`config.mk`:
```
export PLATFORM = sky130hd
export DESIGN_NAME = alu_mul_seq
export DESIGN_NICKNAME = d
export VERILOG_FILES = /design/src/rtl/alu_mul_seq.sv
export SDC_FILE = /design/constraint.sdc
export NUM_CORES = 1
export LEC_CHECK = 0
export BUFFER_PORTS_ARGS = -buffer_cell sky130_fd_sc_hd__buf_2
export CORE_ASPECT_RATIO = 0.6
export CORE_MARGIN = 2
export CORE_UTILIZATION = 47
export DETAILED_ROUTE_END_ITERATION = 10
export HOLD_SLACK_MARGIN = 0.15
export PLACE_DENSITY = 0.77
export SYNTH_ARGS = -nofsm -noshare
export SYNTH_HDL_FRONTEND = slang
export SYNTH_SLANG_ARGS = --single-unit
```
`constraint.sdc`:
```
create_clock -name clk -period 3.9 [get_ports clk]
set_input_delay 0.195 -clock clk [delete_from_list [all_inputs] [get_ports clk]]
set_output_delay 0.195 -clock clk [all_outputs]
set_load 0.1 [all_outputs]
```
`src/rtl/alu_mul_seq.sv`:
```
// rtl/alu_mul_seq.sv - shift-and-add multiplier sequencer driving the shared ALU
module alu_mul_seq #(
   parameter int DATA_WIDTH    = 32,
   parameter int OPCODE_LENGTH = 4
) (
   input  logic                     clk,
   input  logic                     reset,
   input  logic                     Start,
   input  logic                     Flush,
   input  logic [DATA_WIDTH-1:0]    OpA,
   input  logic [DATA_WIDTH-1:0]    OpB,
   output logic                     Busy,
   output logic                     Done,
   output logic [DATA_WIDTH-1:0]    Product,
   output logic [DATA_WIDTH-1:0]    AluSrcA,
   output logic [DATA_WIDTH-1:0]    AluSrcB,
   output logic [OPCODE_LENGTH-1:0] AluOperation,
   input  logic [DATA_WIDTH-1:0]    AluResult
);

   localparam int CW = (DATA_WIDTH > 1) ? $clog2(DATA_WIDTH) : 1;
   localparam logic [CW-1:0] CNT_LAST = CW'(DATA_WIDTH - 1);
   localparam logic [OPCODE_LENGTH-1:0] OP_ADD  = OPCODE_LENGTH'(4'b0010);
   localparam logic [OPCODE_LENGTH-1:0] OP_SLLI = OPCODE_LENGTH'(4'b1101);

   typedef enum logic [1:0] {
      S_IDLE,
      S_ACC,
      S_SHL,
      S_DONE
   } state_t;

   state_t                state;
   state_t                next_state;
   logic [DATA_WIDTH-1:0] acc;
   logic [DATA_WIDTH-1:0] mcand;
   logic [DATA_WIDTH-1:0] mplier;
   logic [CW-1:0]         cnt;
   logic [DATA_WIDTH-1:0] mplier_shr;
   logic                  last_pair;

   assign mplier_shr = mplier >> 1;
   // Stop once no multiplier bits remain, or after the final bit position.
   assign last_pair  = (mplier_shr == '0) || (cnt == CNT_LAST);

   always_ff @(posedge clk or posedge reset) begin
      if (reset) begin
         state <= S_IDLE;
      end else begin
         state <= next_state;
      end
   end

   always_comb begin
      next_state   = state;
      Busy         = 1'b0;
      Done         = 1'b0;
      AluOperation = OP_ADD;
      AluSrcA      = '0;
      AluSrcB      = '0;
      case (state)
         S_IDLE: begin
            if (Start && !Flush) next_state = S_ACC;
         end
         S_ACC: begin
            Busy       = 1'b1;
            AluSrcA    = acc;
            AluSrcB    = mplier[0] ? mcand : '0;
            next_state = Flush ? S_IDLE : S_SHL;
         end
         S_SHL: begin
            Busy         = 1'b1;
            AluOperation = OP_SLLI;
            AluSrcA      = mcand;
            AluSrcB      = DATA_WIDTH'(1);
            if (Flush)          next_state = S_IDLE;
            else if (last_pair) next_state = S_DONE;
            else                next_state = S_ACC;
         end
         S_DONE: begin
            Busy       = 1'b1;
            // A flush landing on the DONE cycle suppresses the pulse.
            Done       = !Flush;
            next_state = S_IDLE;
         end
         default: next_state = S_IDLE;
      endcase
   end

   always_ff @(posedge clk or posedge reset) begin
      if (reset) begin
         acc     <= '0;
         mcand   <= '0;
         mplier  <= '0;
         cnt     <= '0;
         Product <= '0;
      end else if (!Flush) begin
         case (state)
            S_IDLE: begin
               if (Start) begin
                  acc    <= '0;
                  mcand  <= OpA;
                  mplier <= OpB;
                  cnt    <= '0;
               end
            end
            S_ACC: acc <= AluResult;
            S_SHL: begin
               mcand  <= AluResult;
               mplier <= mplier_shr;
               cnt    <= cnt + CW'(1);
               if (last_pair) Product <= acc;
            end
            default: ;
         endcase
      end
   end

endmodule

```
Word-level counts from Yosys, hierarchy flattened. Index checks and enable logic that the tools add are counted.

Latch bits: 0. Output and inout bits: 102. Memories kept: 0. Register bits after elaboration: 135. Bits in writable memories: 0. Memory bits (read-only): 0.

Divide/modulo/power cells: 0. Magnitude comparators: 0. Multiply operators: 0. Shift operators: 0. Bitwise operators: 1. Eq/ne operators: 6. Reduce and logical (&&, ||, !) cells: 11. $add $sub $neg: 1. Multiplexer cells: 19.

Operators with widths (count): case mux 32 bit (2 select lines) (5); two-way mux 32 bit (4); logical NOT 32 bit (1); case mux 5 bit (2 select lines) (1); AND reduction 3 bit (3); two-way mux 2 bit (4); case mux 2 bit (4 select lines) (1); adder 5 x 1 -> 5 bit (second input constant) (1); == test 5 bit (second input constant) (1); two-way mux 5 bit (1); == test 2 bit (second input constant) (2); two-way mux 4 bit (1); inequality test 2 bit (second input constant) (2); nonzero test 2 bit (2); OR reduction 3 bit (1); == test 2 x 1 -> 1 bit (second input constant) (1); logical NOT 2 bit (1); two-way mux 1 bit (2); logical AND 1 bit (1); logical NOT 1 bit (1); logical OR 1 bit (1); NOT 1 bit (1).

Depth between registers and ports, before layout.
Word-level depth: 5. Gate-level depth with buffers: 9.

Worst setup path before layout. Ideal clock, no wire load.

Kind: register -> output. Start point: reg state[0]. End point: out AluSrcA[0]. Arrival: 2936 ps. Buffers on the path: 3. Path slack: 769 ps. Data required time: 3705 ps. Stages on the path, launching flop included: 8. Cell sequence: dfrtp_1 inv_1 ha_1 buf_2 and2_1 clkbuf_2 clkbuf_1 a22o_1.

Word-level cells in the longest chain between the ends: 2. Elaborated cells between the ends (all ways): 3. Classes of those cells: eq/ne (2); mux (1).

Ends and longest elaborated chain: from (decl) (line 33) `state_t state;`; from (signal assigned) (line 50) `state <= next_state;`; == test 2 bit / == test 2 x 1 -> 1 bit (equally long branches) (line 61) `case (state)`; case mux 32 bit (2 select lines) * (line 61); to (decl) (line 15) `output logic [DATA_WIDTH-1:0] AluSrcA,`.

Mark *: on every way between the ends. The rest lies on a longest branch, timed or not.

Worst setup path after layout.
Start point: reg state[1]. End point: out AluSrcB[29].

Word-level cells in the longest chain between the ends: 2. Elaborated cells between the ends (all ways): 3. Classes of those cells: eq/ne (2); mux (1).

Ends and longest elaborated chain: == test 2 bit / == test 2 x 1 -> 1 bit (equally long branches) (line 61); case mux 32 bit (2 select lines) * (line 61); to (decl) (line 16) `output logic [DATA_WIDTH-1:0] AluSrcB,`.

Marked as above.

==> run_results.csv <==
group,metric,value,unit
outcome,outcome,"completed",
sta,slew_violations,0,
final_layout,antenna_cells,0,
cts,clk_latency,0.41,ns
floorplan,die_h,95.7,um
placed_design,port_buffers,201,
logic_synthesis,synth_edf_count,0,
placed_design,pre_cts_ws,1.27,ns
route,via_per_inst,5.30,
critical_path,crit_cells,6,
floorplan,core_area,13700,sq um
critical_path,worstSetupPathType,"register to primary output",
placed_design,gp_congestion,0.806,
logic_synthesis,synth-seq-cells,135,
global_routing,grt_pass1_wl,30500,um
floorplan,start_util,48.2,%
route,dr.pass1.iters,5,
global_routing,overflow,0,
final_layout,drive_gt1_share,30.8,%
floorplan,io_pins,202,
sta,fin_crit_sh,76.8,%
critical_path,cp-end-kind,"primary output",
logic_synthesis,synth_nets,739,
logic_synthesis,synthFlopType,"dfrtp_1",
pwr,p_sw,3.46,mW
final_layout,area_growth,40.5,%
pwr,vdd_ir_drop_max,0.000451,V
sta,layout_setup_ws,0.906,ns
logic_synthesis,synth.distinct_cells,34,
pwr,internal-power,3.72,mW
global_routing,grt_max_degree,88,
critical_path,crit_path_cell_trace,"inv_1, ha_1, and2_2, buf_4, and3_1, buf_2",
sta,hold-worst-slack,0.190,ns
logic_synthesis,synthArstFlopShare,100,%
pwr,p_sw_share,48.2,%
critical_path,crit_buf_inv,3,
route,drc,0,
critical_path,slowest_delay,0.47,ns
cts,path_clk_slew,0.06,ns
critical_path,crit_family,"buffers and inverters",
critical_path,crit_required,3.70,ns
logic_synthesis,synth-simple-area-share,15.0,%
global_routing,track_usage,26.7,%
final_layout,utilization,67.7,%
sta,finalSetupViolCount,0,
route,wl,19500,um
logic_synthesis,yosysWarnings,0,
critical_path,critical_path_arrival,2.80,ns
pwr,pwr-share-seq,33.9,%
critical_path,crit_path_start_kind,"register",
pwr,pwr-share-comb,43.9,%
logic_synthesis,synth-compound-area-share,11.2,%
floorplan,rows,33,
final_layout,nFillCells,1006,
sta,worst_slew_pin_slew,1.25,ns
final_layout,fin_nets,1014,
cts,post_cts_buffers,0,
route,avgRoutedWirePerCell,17.5,um
pwr,power_per_cell_area,777,nW/um^2
placed_design,dpl_cell_area,7680,sq um
critical_path,critPathSlowestCell,"buf_4",
logic_synthesis,synth.avg_cell_area,10.4,sq um
global_routing,grt_pass1_vias,5775,
worst_hold_path,hold_class,"input pin to register",
logic_synthesis,yosys-mux-area-fraction,16.9,%
route,via_count,5898,
sta,rsz0062_at_grt,"false",
logic_synthesis,synth_area,6580,sq um
route,drtIter0Drc,405,
sta,skew,0.0110,ns
logic_synthesis,synth_top_family_by_area,"multiplexers",
cts,cts_tree,"built",
logic_synthesis,synthAdderAreaFrac,1.14,%
cts,clockBufferDepth,2,
sta,max-slew-margin-rel,16.3,%
logic_synthesis,synthCells,633,
sta,tns,0,ns
sta,hold_viol,0,
cts,htree_levels,4,
global_routing,antenna_found_initial,0,
pwr,clockPowerShare,22.2,%
route,ant_nets,0,
cts,cts_buffers,17,
placed_design,dp_hpwl,11900,um
sta,fin_crit,2.99,ns
cts,root_buffer,"clkbuf_16",
logic_synthesis,synthXorXnorAreaFrac,0,%
sta,fmax,334,MHz
logic_synthesis,seq_area_frac_synth,51.3,%
pwr,power_leakage,4.71,nW
critical_path,reg2regPathDepth,6,
critical_path,critPathMaxFanout,39,
floorplan,die_w,157,um
job,maxCapViolations,0,
worst_hold_path,hold_depth,4,
cts,cts.sinks,135,
floorplan,die_area,15000,sq um
final_layout,stdcell_area,9250,sq um
==> synth_stat cells, drive strengths merged (7+ instances only) <==
cell type / count / area, sq um
dfrtp: 135 / 3380
nand2: 68 / 255
nor2: 68 / 255
a21oi: 67 / 347
mux2i: 63 / 631
nand3: 36 / 180
mux2: 33 / 480
a22o: 32 / 280
and3: 32 / 200
clkbuf: 28 / 116
buf: 24 / 144
inv: 9 / 33.8
o21ai: 8 / 43.8
nor4: 7 / 43.8
==> final timing paths <==
| check | start | to | slack, ns |
|---|---|---|---|
| max | state[1] | AluSrcB[29] | 0.91 |
| min | OpB[31] | mplier[31] | 0.19 |
| max reg2reg | state[0] | mcand[31] | 1.13 |
| min reg2reg | acc[14] | acc[14] | 0.50 |
| max in group asynchronous | reset | acc[0] | 2.53 |
| min in group asynchronous | reset | mcand[12] | 0.49 |
==> per-layer routing <==
| metal | vias to the layer above | wire (um) | global-route usage, % |
|---|---|---|---|
| met5 | - | 0 | 0 |
| li1 | 2772 | - | - |
| met1 | 2819 | 8670 | 35.7 |
| met4 | 0 | 210 | 7.65 |
| met2 | 288 | 8910 | 43.6 |
| met3 | 19 | 1680 | 6.64 |
==> worst reg2reg max path, stage by stage (launching register included) <==
cell           delay (ns)
dfrtp_1              0.41
inv_1                0.16
ha_4                 0.21
buf_4                0.86
mux2i_1              0.35
dlygate4sd3_1        0.57
a21oi_1              0.07
==> final cells by class <==
class	count	area [sq um]	share of cell area, %
sequential	135	3380	36.5
clock buffer	20	467	5.05
clock inverter	12	126	1.37
inverter	9	38.8	0.419
tap	192	240	2.60
multi-input combinational	437	2940	31.8
timing repair buffer	308	2050	22.2
==> repair_timing <==
action,4_1_cts,5_1_grt
hold buffers,97,0
hold endpoints to repair,180,0
gates resized for setup,0,0
endpoints found under the setup margin,0,0
==> stage by stage <==
step           power [mW]  instances
2_1_floorplan        4.83        633
3_3_place_gp         5.43        984
3_5_place_dp         5.49        984
4_1_cts              7.18       1113
5_1_grt              7.56       1113
6_report             7.18       1113
==> placed cells by master, fill, tap and decap left out, types with 2 or more instances in the layout <==
cell type	count
bufinv_16	2
nor3_1	2
clkinv_2	5
dfrtp_1	135
mux2_4	29
and3_1	32
clkbuf_16	17
a21oi_1	65
mux2_2	4
nand4_1	2
nand2_1	68
o21ai_0	7
nor2_1	68
mux2i_1	63
a22o_1	32
clkbuf_8	3
nand3_1	36
dlygate4sd3_1	97
ha_1	4
clkinv_4	3
buf_4	10
a21o_1	2
buf_2	201
clkinvlp_4	2
nor4_1	7
nand2b_1	2
a21oi_4	2
inv_1	8
==> power by group through the flow <==
stage	Combinational [mW]	Clock, mW	Sequential (mW)
finish	3.16	1.60	2.43
global placement	3.01	0	2.42
CTS	3.15	1.61	2.42
floorplan	2.59	0	2.24
detailed placement	3.06	0	2.43
global route	3.38	1.68	2.50
==> flip-flops by register name, indices dropped and copies added, names as in the netlist <==
| signal | count |
|---|---|
| acc | 32 |
| Product | 32 |
| mcand | 32 |
| state | 2 |
| mplier | 32 |
| cnt | 5 |
==> kinds of logic after synthesis <==
group	count (synthesis)
DFF	135
adders and majority gates	6
AOI/OAI and AO/OA	115
muxes	96
and+or+nand+nor	220
buffers and inverters	61
No activity file was read; power rests on OpenSTA's default activity.
